<file path="src/rtl/mmio_router.sv">
// rtl/mmio_router.sv - CPU data-bus router: region decode, sync-read return, keyboard FIFO, bus-error capture
module mmio_router #(
    parameter int NUM_REGIONS  = 6,
    parameter int PREFIX_SHIFT = 20,
    parameter int KB_REGION    = 6,
    parameter int KB_DEPTH     = 16
) (
    input  logic                      clk,
    input  logic                      rst,
    input  logic [31:0]               cpu_addr,
    input  logic [31:0]               cpu_wrdata,
    input  logic                      cpu_we,
    input  logic                      cpu_re,
    output logic [31:0]               cpu_rddata,
    output logic [31:0]               region_addr,
    output logic [31:0]               region_wrdata,
    output logic [NUM_REGIONS-1:0]    region_we,
    input  logic [NUM_REGIONS*32-1:0] region_rddata,
    input  logic [31:0]               kb_wrdata,
    input  logic                      kb_we,
    output logic                      kb_irq,
    output logic                      err_flag,
    output logic [31:0]               err_addr
);

    localparam int PFX_W = 32 - PREFIX_SHIFT;
    localparam int IDX_W = (NUM_REGIONS > 1) ? $clog2(NUM_REGIONS) : 1;
    localparam int PTR_W = $clog2(KB_DEPTH);
    localparam int CNT_W = PTR_W + 1;

    typedef enum logic [1:0] {
        SEL_UNM = 2'd0,
        SEL_EXT = 2'd1,
        SEL_KB  = 2'd2
    } sel_t;

    typedef enum logic {
        RD_IDLE = 1'b0,
        RD_DATA = 1'b1
    } rd_state_t;

    logic [PFX_W-1:0]        w_pfx;
    logic [PREFIX_SHIFT-1:0] w_off;
    logic                    w_is_ext;
    logic                    w_is_kb;
    logic                    w_unmapped;
    logic                    w_pop_rd;
    logic                    w_stat_rd;
    logic                    w_flush;
    logic                    w_err_clr;
    logic                    w_empty;
    logic                    w_full;
    logic                    w_pop_ok;
    logic                    w_push_ok;
    logic                    w_kb_drop;
    logic [31:0]             w_head;
    logic [31:0]             w_status;
    logic [31:0]             w_kb_rdval;
    logic [31:0]             w_ext_rd;
    logic [31:0]             w_rd_mux;
    rd_state_t               w_rd_next;

    rd_state_t               r_rd_state;
    sel_t                    r_sel;
    logic [IDX_W-1:0]        r_sel_idx;
    logic [31:0]             r_kb_cap;
    logic [31:0]             r_rd_hold;
    logic [31:0]             r_fifo [KB_DEPTH];
    logic [PTR_W-1:0]        r_wr_ptr;
    logic [PTR_W-1:0]        r_rd_ptr;
    logic [CNT_W-1:0]        r_count;
    logic                    r_ovf;
    logic                    r_err_flag;
    logic [31:0]             r_err_addr;

    assign w_pfx      = cpu_addr[31:PREFIX_SHIFT];
    assign w_off      = cpu_addr[PREFIX_SHIFT-1:0];
    assign w_is_ext   = (w_pfx < PFX_W'(NUM_REGIONS));
    assign w_is_kb    = (w_pfx == PFX_W'(KB_REGION));
    assign w_unmapped = (cpu_re || cpu_we) && !w_is_ext && !w_is_kb;

    assign w_pop_rd  = cpu_re && w_is_kb && (w_off == PREFIX_SHIFT'(0));
    assign w_stat_rd = cpu_re && w_is_kb && (w_off == PREFIX_SHIFT'(4));
    assign w_flush   = cpu_we && w_is_kb && (w_off == PREFIX_SHIFT'(8));
    assign w_err_clr = cpu_we && w_is_kb && (w_off == PREFIX_SHIFT'(12));

    assign region_addr   = {{PFX_W{1'b0}}, w_off};
    assign region_wrdata = cpu_wrdata;

    always_comb begin
        region_we = '0;
        for (int i = 0; i < NUM_REGIONS; i++) begin
            if (cpu_we && w_is_ext && (w_pfx == PFX_W'(i))) begin
                region_we[i] = 1'b1;
            end
        end
    end

    // A pop at full frees the slot the simultaneous push needs, so both are taken.
    assign w_empty   = (r_count == '0);
    assign w_full    = (r_count == CNT_W'(KB_DEPTH));
    assign w_pop_ok  = w_pop_rd && !w_empty;
    assign w_push_ok = kb_we && (!w_full || w_pop_ok) && !w_flush;
    assign w_kb_drop = kb_we && w_full && !w_pop_ok && !w_flush;
    assign w_head    = r_fifo[r_rd_ptr];
    assign w_status  = {16'b0, r_ovf, w_full, w_empty, 13'(r_count)};
    assign kb_irq    = !w_empty;

    always_comb begin
        w_kb_rdval = '0;
        if (w_pop_rd && !w_empty) begin
            w_kb_rdval = w_head;
        end else if (w_stat_rd) begin
            w_kb_rdval = w_status;
        end
    end

    always_ff @(posedge clk or posedge rst) begin
        if (rst) begin
            r_wr_ptr <= '0;
            r_rd_ptr <= '0;
            r_count  <= '0;
            r_ovf    <= 1'b0;
        end else begin
            if (w_flush) begin
                r_wr_ptr <= '0;
                r_rd_ptr <= '0;
                r_count  <= '0;
            end else begin
                if (w_push_ok) begin
                    r_wr_ptr <= r_wr_ptr + PTR_W'(1);
                end
                if (w_pop_ok) begin
                    r_rd_ptr <= r_rd_ptr + PTR_W'(1);
                end
                if (w_push_ok && !w_pop_ok) begin
                    r_count <= r_count + CNT_W'(1);
                end else if (!w_push_ok && w_pop_ok) begin
                    r_count <= r_count - CNT_W'(1);
                end
            end
            // A drop in the same edge as a status read must not be lost.
            if (w_kb_drop) begin
                r_ovf <= 1'b1;
            end else if (w_stat_rd) begin
                r_ovf <= 1'b0;
            end
        end
    end

    always_ff @(posedge clk) begin
        if (w_push_ok) begin
            r_fifo[r_wr_ptr] <= kb_wrdata;
        end
    end

    always_ff @(posedge clk or posedge rst) begin
        if (rst) begin
            r_err_flag <= 1'b0;
            r_err_addr <= '0;
        end else if (w_err_clr) begin
            r_err_flag <= 1'b0;
            r_err_addr <= '0;
        end else if (w_unmapped && !r_err_flag) begin
            r_err_flag <= 1'b1;
            r_err_addr <= cpu_addr;
        end
    end

    assign err_flag = r_err_flag;
    assign err_addr = r_err_addr;

    always_ff @(posedge clk or posedge rst) begin
        if (rst) begin
            r_sel     <= SEL_UNM;
            r_sel_idx <= '0;
            r_kb_cap  <= '0;
        end else if (cpu_re) begin
            r_sel_idx <= w_is_ext ? w_pfx[IDX_W-1:0] : '0;
            r_kb_cap  <= w_kb_rdval;
            if (w_is_ext) begin
                r_sel <= SEL_EXT;
            end else if (w_is_kb) begin
                r_sel <= SEL_KB;
            end else begin
                r_sel <= SEL_UNM;
            end
        end
    end

    always_comb begin
        w_ext_rd = '0;
        for (int i = 0; i < NUM_REGIONS; i++) begin
            if (r_sel_idx == IDX_W'(i)) begin
                w_ext_rd = region_rddata[i*32 +: 32];
            end
        end
    end

    always_comb begin
        case (r_sel)
            SEL_EXT: w_rd_mux = w_ext_rd;
            SEL_KB:  w_rd_mux = r_kb_cap;
            default: w_rd_mux = '0;
        endcase
    end

    // Read data is live from the RAMs for one cycle, then frozen until the next load.
    always_ff @(posedge clk or posedge rst) begin
        if (rst) begin
            r_rd_state <= RD_IDLE;
            r_rd_hold  <= '0;
        end else begin
            r_rd_state <= w_rd_next;
            if (r_rd_state == RD_DATA) begin
                r_rd_hold <= w_rd_mux;
            end
        end
    end

    always_comb begin
        w_rd_next  = RD_IDLE;
        cpu_rddata = r_rd_hold;
        if (cpu_re) begin
            w_rd_next = RD_DATA;
        end
        if (r_rd_state == RD_DATA) begin
            cpu_rddata = w_rd_mux;
        end
    end

endmodule
</file>
<file path="config.mk">
export PLATFORM = sky130hd
export DESIGN_NAME = mmio_router
export DESIGN_NICKNAME = d
export VERILOG_FILES = /design/src/rtl/mmio_router.sv
export SDC_FILE = /design/constraint.sdc
export NUM_CORES = 1
export LEC_CHECK = 0
export CORE_MARGIN = 5
export CORE_UTILIZATION = 38
export DETAILED_ROUTE_END_ITERATION = 10
export GPL_ROUTABILITY_DRIVEN = 1
export GPL_TIMING_DRIVEN = 1
export MAX_ROUTING_LAYER = met4
export PLACE_DENSITY_LB_ADDON = 0.25
export SLEW_MARGIN = 20
export SYNTH_ARGS = -nofsm -noshare
export SYNTH_HDL_FRONTEND = slang
export SYNTH_SLANG_ARGS = --single-unit
export TNS_END_PERCENT = 50
</file>
<file path="constraint.sdc">
create_clock -name clk -period 5.4 [get_ports clk]
set_clock_uncertainty 0.15 [all_clocks]
set_input_delay 0.54 -clock clk [delete_from_list [all_inputs] [get_ports clk]]
set_output_delay 0.54 -clock clk [all_outputs]
set_load 0.005 [all_outputs]
</file>
==> parameters.txt, run 1 <==
Parameter                              Value

Status
  Outcome ... finished clean

Setup path
  Required arrival time at the worst endpoint ... 4.71 ns
  CP endpoint kind ... output pin
  Category of the most critical setup path ... flip-flop to output pin
  R2R depth ... 12
  CP Data Arrival Time ... about 3.7 ns
  Critical path startpoint category ... flip-flop
  Largest driver fanout on the critical path ... 33

Clock tree
  Buffers from clock root to sink, at most ... 3
  CTS tree ... yes
  CTS clock-pin slew for the worst setup and hold paths ... 0.06 ns
  # resized after CTS ... 0
  CTS hold repair buffers ... 0
  Clk_lat worst skew ... roughly 0.6 ns
  Root Buffer ... clkbuf_16
  CTS H-tree lvls ... 3
  Sinks on Clock Net ... ~630
  Total clock buffers created by CTS ... 67
  Buffer count from post-CTS setup fixing ... 0

Logic synthesis
  Average size of a mapped cell ... 17.8 um2
  Dominant cell by count in the synthesized netlist ... edfxtp_1
  Yosys cell types ... between 50 and 60
  Area share of the largest cell type after synthesis ... 0.586
  Number of synthesized register bits ... about 630
  Predominant post-synthesis flop cell ... edfxtp_1
  Top post-synthesis cells by count ... 512 x edfxtp_1, 151 x mux4_2, 117 x dfrtp_1
  Async set-reset flop share out of synthesis ... 0.186
  Sequential area share after synthesis ... 0.697
  Post-Synthesis Cell Area ... 26300 um2
  Yosys top cell by area ... edfxtp_1
  Biggest area contributors in the synthesized netlist ... edfxtp_1 59%, mux4_2 13%, dfrtp_1 11%
  Number of flops mapped to enable cells by yosys ... a little over 500
  Total number of yosys warnings ... 0
  Post-synthesis cell count ... between 1000 and 1500

Die
  Initial Utilization ... 0.383
  Die span in y ... between 200 and 300 um
  DIE WIDTH ... roughly 270 um
  I/O pins ... approximately 430
  Area enclosed by the die boundary ... around 74000 um2
  Core Box Area ... 68600 um2
  Row cnt ... 96

Placement
  Number of placed instances, taps included ... around 2600
  Routability congestion estimate from global placement ... 0.929
  Number of port buffers ... 352
  Placed wire-length estimate after detailed placement ... 53500 um

Pwr
  Leak pwr ... 10.7 nW
  Total power of the final layout ... between 10 and 15 mW
  Total power per unit cell area ... about 350 nW/um2
  Peak VDD IR ... 194 uV

Job
  Maximum Capacitance Violations ... 0

Finish
  Nets ... 2089
  Total of fill cells in the finished design ... roughly 5800
  Fraction of final layout cells sized beyond drive strength 1 ... 0.189
  Post-route non-filler standard cell count ... around 2800
  Area Growth Syn to Fin ... 24.6%

GRT
  Global router's overall resource usage ... 0.211
  Number of antenna violations at the first check in global routing ... 13
  Global-route wire length before repair ... roughly 110000 um
  Vias in the first global route ... between 15000 and 20000
  Pin count of the biggest net entering global routing ... between 70 and 80
  Residual overflow from global routing ... 0

Timing
  Clock period minus worst slack ... ~4.4 ns
  Transition time at the pin with the least slew margin ... ~1.1 ns
  Post-route fraction of the period consumed by the critical path ... 0.814
  Achievable frequency ... ~230 MHz
  Final max-slew violation count ... 0
  Endpoints failing hold ... 0
  Setup repair after global routing missed its margin ... no
  Final-report setup violation count ... 0
  Max-Slew Margin vs Limit ... 0.288
  Sum of negative setup slack ... 0 ns

Route
  Residual DRC ... 0
  Count of antenna-violating nets left after detailed routing ... 0
  Sum of met3 wire segment lengths after detailed routing ... 5460 um
  Pre-antenna DRT Iters ... 5
  Routed WL per cell ... ~28 um
  Uppermost metal layer occupied by signal nets ... met4
  Met1 Routed Length ... approximately 30000 um
  Wire length reported by the detailed router ... 77900 um
  Vias/cell ... 5.50
  Via total after detailed routing ... roughly 15000
  Met2 Wirelength ... between 30000 and 40000 um
  First DRT Iteration DRCs ... between 1000 and 1500

Min path
  Class of the worst hold path ... input pin to async pin
-- through the flow --
| stage | utilization | instance area [um2] | hold slack, ns | worst slack [ns] |
|---|---|---|---|---|
| finish | 0.477 | 32700 | 0.314 | 1.01 |
| global route | 0.477 | 32700 | 0.362 | 0.873 |
| CTS | 0.476 | 32700 | 0.326 | 0.989 |
| detailed placement | 0.446 | 30600 | 0.331 | 0.927 |
| global placement | 0.446 | 30600 | 0.335 | 0.959 |
| floorplan | - | 26300 | 0.307 | -0.735 |
-- routing by layer --
metal | up-vias | track usage
li1 | 6621 | -
met4 | 0 | 0.111
met2 | 634 | 0.343
met3 | 136 | 0.0489
met5 | - | -
met1 | 7889 | 0.248
-- kinds of logic (layout without fill, tap and decap cells) --
logic type                 Yosys count  count (layout)  share of synthesized area
and+or+nand+nor                    121             121                     0.0253
xor gates and xnor gates             9               9                    0.00300
buffers and inverters              211             558                     0.0397
adders and majority gates           12              12                    0.00601
DFF                                629             629                      0.697
other                                1              23                   0.000143
AOI/OAI and AO/OA                  293             293                     0.0783
muxes                              201             201                      0.150
-- worst paths after layout --
kind	from	to	slack, ns
min	rst	err_addr[17]	0.31
min reg2reg	err_addr[13]	err_addr[13]	0.35
max in group asynchronous	rst	r_kb_cap[7]	3.82
max reg2reg	r_count[0]	r_count[4]	1.68
min in group clk	err_addr[13]	err_addr[13]	0.35
max	r_sel_idx[0]	cpu_rddata[19]	1.01
-- critical path, stage by stage, from the launching register on --
cell	delay, ns
dfrtp_1	0.66
inv_1	0.08
buf_4	0.26
nand2_1	0.40
buf_4	0.32
o221ai_1	0.22
a221oi_1	0.27
a21oi_1	0.07
o22ai_1	0.21
clkdlybuf4s50_1	0.61
-- state kept, by name, summed over array words and instances (netlist names) --
register / flops
r_count: 5
r_sel_idx: 3
r_sel: 2
r_wr_ptr: 4
err_addr: 32
r_rd_ptr: 4
r_kb_cap: 32
r_rd_state: 1
r_fifo: 512
r_ovf: 1
r_rd_hold: 32
err_flag: 1
-- cell type report --
type,instances,area (um2),share of cell area
timing repair buffer,395,3910,0.120
clock inverter,23,223,0.00681
sequential,629,18300,0.560
inverter,43,164,0.00501
tap,931,1160,0.0356
multi-input combinational,648,7030,0.215
clock buffer,97,1870,0.0572
antenna,11,27.5,0.000842
-- placed cells by master (no fill, tap or decap), types with 23 or more instances in the layout --
cell type,synthesis,routed
clkbuf_1,75,23
inv_1,42,40
a22o_1,56,56
mux2_2,37,37
buf_4,64,38
a221oi_1,32,32
mux4_2,151,151
a21oi_1,39,39
clkbuf_16,0,68
clkdlybuf4s50_1,0,352
nor2_1,30,28
o21ai_0,47,47
dfrtp_1,117,111
o221ai_1,31,31
o22ai_1,65,65
edfxtp_1,512,512
-- power by group --
| part | internal (mW) | switching, mW | total [mW] |
|---|---|---|---|
| registers | 5.74 | 0.183 | 5.93 |
| clock network | 2.56 | 1.82 | 4.38 |
| logic | 0.601 | 0.684 | 1.29 |
Power figures use the tool's default switching activity.
==> run 2: changes to the inputs <==
==> constraint.sdc (replaced) <==
create_clock -name clk -period 4.16 [get_ports clk]
set_clock_uncertainty 0.15 [all_clocks]
set_input_delay 0.416 -clock clk [delete_from_list [all_inputs] [get_ports clk]]
set_output_delay 0.416 -clock clk [all_outputs]
set_load 0.005 [all_outputs]
==> run 2 against run 1 <==
Clock-buffer cell count decreased by 7. Combinational power increased by 40%. Clock power increased by 36%. Wire length increased by 2.2%. Critical path depth decreased by 1. Via count increased by 0.52%. Global-route usage increased by 0.36 points. Die area unchanged. Sequential share of layout area decreased by 0.99 points. Worst hold slack got worse by 0.15 ns. Sequential power increased by 30%.
==> parameters.txt, run 2 (synthesized netlist as in run 1, its figures left out) <==
Parameter                              Value

Status
  Outcome ... finished clean

Timing
  Transition time at the pin with the least slew margin ... a little under 1 ns
  Final-report setup violation count ... 0
  Endpoints failing hold ... 0
  Sum of negative setup slack ... 0 ns
  Max-Slew Margin vs Limit ... 0.340
  Setup repair after global routing missed its margin ... no
  Clock period minus worst slack ... a little under 4 ns
  Post-route fraction of the period consumed by the critical path ... 0.951
  Final max-slew violation count ... 0
  Achievable frequency ... between 200 and 300 MHz

Clock tree
  Clk_lat worst skew ... roughly 0.60 ns
  Sinks on Clock Net ... roughly 630
  Total clock buffers created by CTS ... 67
  Root Buffer ... clkbuf_16
  Buffers from clock root to sink, at most ... 3
  Buffer count from post-CTS setup fixing ... 0
  CTS H-tree lvls ... 3
  CTS tree ... yes
  CTS clock-pin slew for the worst setup and hold paths ... ~0.060 ns

Placement
  Number of port buffers ... around 350
  Routability congestion estimate from global placement ... around 0.90
  Number of placed instances, taps included ... ~2700
  Placed wire-length estimate after detailed placement ... approximately 56000 um
  Cell area after placement ... between 30000 and 40000 um2

Die
  Row cnt ... 96
  Die span in y ... 273 um
  DIE WIDTH ... between 200 and 300 um
  Initial Utilization ... 0.383
  Core Box Area ... 68600 um2
  Area enclosed by the die boundary ... about 74000 um2
  I/O pins ... approximately 430

Setup path
  CP endpoint kind ... output pin
  Startpoint of the worst register-to-register path ... r_count[0]
  Capture instance of the worst register-to-register path ... r_count[4]
  Startpoint of the most critical setup path ... r_sel_idx[1]
  Required arrival time at the worst endpoint ... ~3.6 ns
  Category of the most critical setup path ... flip-flop to output pin
  CP Data Arrival Time ... roughly 3.4 ns
  Worst R2R Setup Slack ... roughly 0.48 ns
  Termination of the worst setup path ... cpu_rddata[4]
  Largest driver fanout on the critical path ... 26
  Critical path startpoint category ... flip-flop
  R2R depth ... 12

Finish
  Area Growth Syn to Fin ... 26.8%
  Fraction of final layout cells sized beyond drive strength 1 ... 0.201
  Register with the most flip-flops ... r_fifo
  Core Util, Final ... 0.486
  Number of flip-flops under the largest register name ... just over 500
  Post-route non-filler standard cell count ... around 2800
  Final instance area ... ~33000 um2
  Nets ... roughly 2100
  Leading cell type in the layout, fill and taps excluded ... edfxtp_1
  Commonest cells after routing, fill and taps aside ... 512 x edfxtp_1, 352 x clkdlybuf4s50_1, 151 x mux4_2

Pwr
  Total power of the final layout ... 15.4 mW
  Leak pwr ... between 10 and 15 nW
  Total power per unit cell area ... between 400 and 500 nW/um2
  Peak VDD IR ... approximately 270 uV

Min path
  Class of the worst hold path ... input pin to async pin

Route
  Residual DRC ... 0
  Vias/cell ... roughly 5.5
  Via total after detailed routing ... ~15000
  Count of antenna-violating nets left after detailed routing ... 0
  First DRT Iteration DRCs ... 1257
  Routed WL per cell ... 28.4 um
  Pre-antenna DRT Iters ... 8
  Wire length reported by the detailed router ... 79600 um

GRT
  Vias in the first global route ... ~16000
  Residual overflow from global routing ... 0
  Pin count of the biggest net entering global routing ... 63
  Global router's overall resource usage ... 0.215
  Global-route wire length before repair ... roughly 110000 um
  Number of antenna violations at the first check in global routing ... 14

Job
  Maximum Capacitance Violations ... 0
## run 2: cell count changes in the layout (fill, tap and decap cells not counted), moves of 2 or more
| cell | delta |
|---|---|
| buf_12 | +20 |
| nor4_2 | -7 |
| nor4_4 | +7 |
| clkbuf_1 | -5 |
| clkbuf_8 | -4 |
| bufinv_16 | +3 |
| clkinv_2 | +3 |
| diode_2 | +3 |
| clkbuf_16 | +2 |
| clkinv_1 | +2 |
| clkinvlp_4 | +2 |
## run 2: stage by stage
step	hold slack, ns	worst slack, ns
2_1_floorplan	0.297	-0.540
3_3_place_gp	0.333	-0.0127
3_5_place_dp	0.332	-0.0500
4_1_cts	0.166	0.0680
5_1_grt	0.238	0.0442
6_report	0.159	0.205
## run 2: metal layers
| metal | global-route usage | up-vias | routed length [um] |
|---|---|---|---|
| met5 | - | - | 0 |
| met4 | 0.113 | 0 | 4330 |
| met3 | 0.0451 | 106 | 5290 |
| met2 | 0.346 | 633 | 39800 |
| met1 | 0.257 | 7961 | 30200 |
| li1 | - | 6660 | - |
## run 2: worst max-delay path: stages (launching register included)
cell,delay (ns)
dfrtp_4,0.59
nor2b_1,0.12
nand2_1,0.24
buf_4,0.35
o221ai_1,0.15
a221oi_1,0.50
a21oi_1,0.08
o22ai_1,0.20
clkdlybuf4s50_1,0.55
## run 2: how the worst min path moves through the flow
| stage | from | endpoint | cells past startpoint |
|---|---|---|---|
| finish | rst | err_addr[11] | 2 |
| global route | rst | err_addr[17] | 2 |
| CTS | rst | err_addr[1] | 2 |
| detailed placement | err_addr[17] | err_addr[17] | 1 |
| global placement | err_addr[13] | err_addr[13] | 1 |
| floorplan | cpu_re | r_rd_state | 0 |
## run 2: final cells by class
cell class	count	area (um2)
multi-input cells	648	7110
inverters	43	165
clock inverters	33	347
repair buffers	415	4310
diodes	14	35.0
well taps	931	1160
fillers	5632	35300
clock buffers	90	1850
flip-flops and latches	629	18300
## run 2: report_power, final
| group | internal, mW | total (mW) | switching (mW) |
|---|---|---|---|
| Combinational | 0.871 | 1.81 | 0.943 |
| Clock | 3.51 | 5.94 | 2.42 |
| Sequential | 7.45 | 7.69 | 0.242 |
| Total | 11.8 | 15.4 | 3.61 |
## run 2: timing repair
| item | CTS | global route |
|---|---|---|
| endpoints found under the setup margin | 3 | 4 |
| hold buffers | 0 | 0 |
| gates resized for setup | 1 | 3 |
==> run 3: changes to the inputs <==
--- a/config.mk
+++ b/config.mk
@@ -5,7 +5,7 @@
 export SDC_FILE = /design/constraint.sdc
 export NUM_CORES = 1
 export LEC_CHECK = 0
-export CORE_MARGIN = 5
+export CORE_MARGIN = 4
 export CORE_UTILIZATION = 38
 export DETAILED_ROUTE_END_ITERATION = 10
 export GPL_ROUTABILITY_DRIVEN = 1
==> run 3 against run 2 <==
Fmax barely moved. Die area fell by 1.5%. Combinational power rose by 2%. Critical path depth fell by 1. Clock-buffer cell count fell by 2. Cell area barely moved. Largest cell class unchanged. Largest power group unchanged.
==> parameters.txt, run 3 (synthesized netlist as in run 1, its figures left out) <==
Parameter                              Value

Status
  Outcome ... finished clean

Setup path
  Required arrival time at the worst endpoint ... about 3.6 ns
  Startpoint of the worst register-to-register path ... r_count[0]
  Worst R2R Setup Slack ... between 0.5 and 0.6 ns
  Delay-heaviest family, CP ... buffers and inverters
  Category of the most critical setup path ... flip-flop to output pin
  Most common cell type on the critical path ... o22ai_1
  Cell type of the slowest stage on the worst timing path ... dfrtp_2
  Capture instance of the worst register-to-register path ... r_count[4]
  CP endpoint kind ... output pin
  Critical path startpoint category ... flip-flop
  R2R depth ... 12
  Largest driver fanout on the critical path ... 26
  CP Data Arrival Time ... around 3.4 ns
  Worst path buffer plus inverter count ... 2
  Ordered list of cells on the worst path ... nand2b_2 -> buf_4 -> o22ai_1 -> a221oi_1 -> a21oi_1 -> o22ai_1 -> clkdlybuf4s50_1
  Worst path max stage delay ... 0.60 ns

Finish
  Core Util, Final ... 0.485
  Leading cell type in the layout, fill and taps excluded ... edfxtp_1
  Commonest cells after routing, fill and taps aside ... 512 x edfxtp_1, 352 x clkdlybuf4s50_1, 151 x mux4_2
  Nets ... roughly 2100
  Area Growth Syn to Fin ... 26.7%
  Number of flip-flops under the largest register name ... about 500
  Register with the most flip-flops ... r_fifo
  Fraction of final layout cells sized beyond drive strength 1 ... 0.209
  Post-route non-filler standard cell count ... 2816

Route
  Via total after detailed routing ... approximately 16000
  Residual DRC ... 0
  Vias/cell ... roughly 5.5
  Routed WL per cell ... between 20 and 30 um
  Wire length reported by the detailed router ... just over 80000 um
  Count of antenna-violating nets left after detailed routing ... 0
  Pre-antenna DRT Iters ... 6
  First DRT Iteration DRCs ... ~1300

Clock tree
  Buffers from clock root to sink, at most ... 3
  CTS tree ... yes
  CTS H-tree lvls ... 3
  Total clock buffers created by CTS ... between 60 and 70
  Root Buffer ... clkbuf_16
  Buffer count from post-CTS setup fixing ... 0
  Sinks on Clock Net ... between 600 and 700
  Clk_lat worst skew ... 0.60 ns
  CTS clock-pin slew for the worst setup and hold paths ... roughly 0.060 ns

Min path
  Class of the worst hold path ... input pin to async pin

Timing
  Endpoints failing hold ... 0
  Clock period minus worst slack ... approximately 4.0 ns
  Post-route fraction of the period consumed by the critical path ... 0.951
  Setup repair after global routing missed its margin ... no
  Final max-slew violation count ... 0
  Max-Slew Margin vs Limit ... 0.308
  Final-report setup violation count ... 0
  Achievable frequency ... approximately 250 MHz
  Sum of negative setup slack ... 0 ns
  Transition time at the pin with the least slew margin ... 1.04 ns
  Worst hold slack after final layout ... 0.129 ns

Die
  Core Box Area ... between 60000 and 70000 um2
  DIE WIDTH ... roughly 270 um
  Area enclosed by the die boundary ... around 73000 um2
  Row cnt ... 96
  Initial Utilization ... 0.383
  I/O pins ... ~430
  Die span in y ... roughly 270 um

Pwr
  Leak pwr ... 10.9 nW
  Total power of the final layout ... 15.4 mW
  Total power per unit cell area ... approximately 460 nW/um2
  Peak VDD IR ... around 240 uV

Job
  Maximum Capacitance Violations ... 0

GRT
  Number of antenna violations at the first check in global routing ... 19
  Pin count of the biggest net entering global routing ... 64
  Global-route wire length before repair ... roughly 120000 um
  Vias in the first global route ... 16062
  Global router's overall resource usage ... 0.226
  Residual overflow from global routing ... 0

Placement
  Routability congestion estimate from global placement ... around 0.96
  Placed wire-length estimate after detailed placement ... roughly 57000 um
  Number of placed instances, taps included ... roughly 2700
  Number of port buffers ... between 300 and 400
[run 3: cell count changes in the layout (fill, tap and decap cells not counted), sizes merged]
| cell | change |
|---|---|
| bufinv | -3 |
| inv | +1 |
| clkinv | +6 |
| diode | +3 |
| buf | +8 |
| clkbuf | -2 |
[run 3: timing repair]
action                                  4_1_cts  5_1_grt
hold buffers                                  0        0
resized for setup                             0        2
endpoints found under the setup margin        0        3
hold endpoints to repair                      0        0
[run 3: area by class of cell]
class                   instances  area (um2)
well taps                     931        1160
flip-flops and latches        629       18300
diodes                         17        42.5
fillers                      5706       35300
clock buffers                  88        1880
repair buffers                423        4290
multi-input cells             648        7110
clock inverters                37         299
inverters                      43         164
[run 3: per-stage QoR]
step | cell area (um2) | worst slack (ns)
3_5_place_dp | 31000 | 0.00431
4_1_cts | 33200 | 0.0395
2_1_floorplan | 26300 | -0.540
5_1_grt | 33300 | 0.0823
6_report | 33300 | 0.202
3_3_place_gp | 31000 | 0.0747
[run 3: report_power, final]
part / leakage (nW) / switching (mW) / internal, mW / total (mW)
combinational: 3.67 / 0.984 / 0.863 / 1.85
sequential: 6.17 / 0.238 / 7.45 / 7.69
clock: 1.08 / 2.45 / 3.41 / 5.86
[run 3: layer usage]
layer | GRT usage | vias to the layer above | wire length, um
li1 | - | 6688 | -
met1 | 0.270 | 8152 | 31300
met2 | 0.362 | 620 | 40400
met3 | 0.0482 | 140 | 5130
met4 | 0.122 | 0 | 4770
met5 | - | - | 0
[run 3: how the worst max path moves through the flow]
stage	from	end	depth (start not counted)
after floorplan	cpu_addr[0]	r_fifo[4][0]	6
after global placement	cpu_addr[0]	r_count[4]	12
after detailed placement	cpu_addr[0]	r_count[4]	12
after CTS	r_sel_idx[1]	cpu_rddata[7]	7
after global routing	r_sel[1]	cpu_rddata[17]	8
final	r_sel_idx[1]	cpu_rddata[7]	7
==> variant (flow settings as in run 1) <==
Change the parameter `KB_DEPTH` from 16 to 8.
--- a/src/rtl/mmio_router.sv
+++ b/src/rtl/mmio_router.sv
@@ -3,7 +3,7 @@
     parameter int NUM_REGIONS  = 6,
     parameter int PREFIX_SHIFT = 20,
     parameter int KB_REGION    = 6,
-    parameter int KB_DEPTH     = 16
+    parameter int KB_DEPTH     = 8
 ) (
     input  logic                      clk,
     input  logic                      rst,
Formal check against the unedited RTL: same outputs for any inputs over 4 cycles, from zero or initial values and one cycle with rst high; that may be too few to reach the edited logic, so the function may still have changed.
==> variant against run 1 <==
The flow now stops in detailed routing. Synthesized area fell by 38%.
==> variant: results (changes against run 1) <==
Placed Area 0.0202 sq mm (was 0.0306 sq mm); via count of the first global-routing pass 11070 (was 15954); top flip-flop cell by instance count after synthesis sky130_fd_sc_hd__edfxtp_1 (unchanged); Netlist cell types 58 (was 55); clock buffer depth 3 (unchanged); global-route wire length before repair 75500 microns (was 113000 microns); TritonCTS buffer count 41 (was 67); most frequent cells after synthesis 256 x sky130_fd_sc_hd__edfxtp_1, 114 x sky130_fd_sc_hd__dfrtp_1, 89 x sky130_fd_sc_hd__o22ai_1 (was 512 x sky130_fd_sc_hd__edfxtp_1, 151 x sky130_fd_sc_hd__mux4_2, 117 x sky130_fd_sc_hd__dfrtp_1); most area-consuming cells after synthesis sky130_fd_sc_hd__edfxtp_1 47%, sky130_fd_sc_hd__dfrtp_1 17%, sky130_fd_sc_hd__mux4_2 8.8% (was sky130_fd_sc_hd__edfxtp_1 59%, sky130_fd_sc_hd__mux4_2 13%, sky130_fd_sc_hd__dfrtp_1 11%); result of the run did not finish (was finished clean); clock root buffer sky130_fd_sc_hd__clkbuf_16 (unchanged); proportion of synthesized chip area in sequential cells 0.643 (was 0.697); mean area per synthesized cell 14.7 sq um (was 17.8 sq um); count of flip-flops with a built-in enable after synthesis 256 (was 512); number of antenna violations at the first check in global routing 8 (was 13); Gates resized, CTS repair 0 (unchanged); half-perimeter wire length of the detailed placement result 38200 microns (was 53500 microns); number of input and output port buffers inserted 352 (unchanged); setup bufs post-CTS 0 (unchanged); maximum number of pins on one net before global-route repair 66 (was 71); fraction of registers with async set/reset 0.308 (was 0.186); number of sinks driven by the clock tree 370 (was 629); number of warnings printed during yosys synthesis 0 (unchanged); GP Congestion 0.865 (was 0.929); first reported error [ERROR DRT-0255] Maze Route cannot find path of net cpu_wrdata[6] in worker of routeBox ( 193200 193200 ) ( 217750 217750 ).; htree depth 2 (was 3); GRT Util Overall 0.219 (was 0.211); stage at which the run stopped detailed routing
-- variant: cell types whose count changed after synthesis, sizes merged, moves of 11 or more --
cell | run 1 | this run
edfxtp | 512 | 256
a22o | 56 | 32
mux4 | 151 | 64
o22ai | 65 | 89
nor2 | 31 | 19
clkbuf | 75 | 62
inv | 42 | 71
mux2i | 13 | 34
buf | 93 | 82
-- variant: metal layers --
layer  track usage
met1         0.283
met2         0.340
met3        0.0543
met4        0.0812
met5             -
-- variant: cells by family after synthesis --
family / share of synthesized area
buffers and inverters: 0.0645
and+or+nand+nor: 0.0358
other: 0.000229
AOI/OAI and AO/OA: 0.118
adders and majority gates: 0.00580
xor gates and xnor gates: 0.00267
DFF: 0.643
muxes: 0.131
-- variant: stage by stage --
step | setup WS, ns | cells
floorplan | 0.484 | 1123
global placement | 0.963 | 1945
detailed placement | 0.873 | 1945
CTS | 0.853 | 2019
global route | 0.773 | 2028
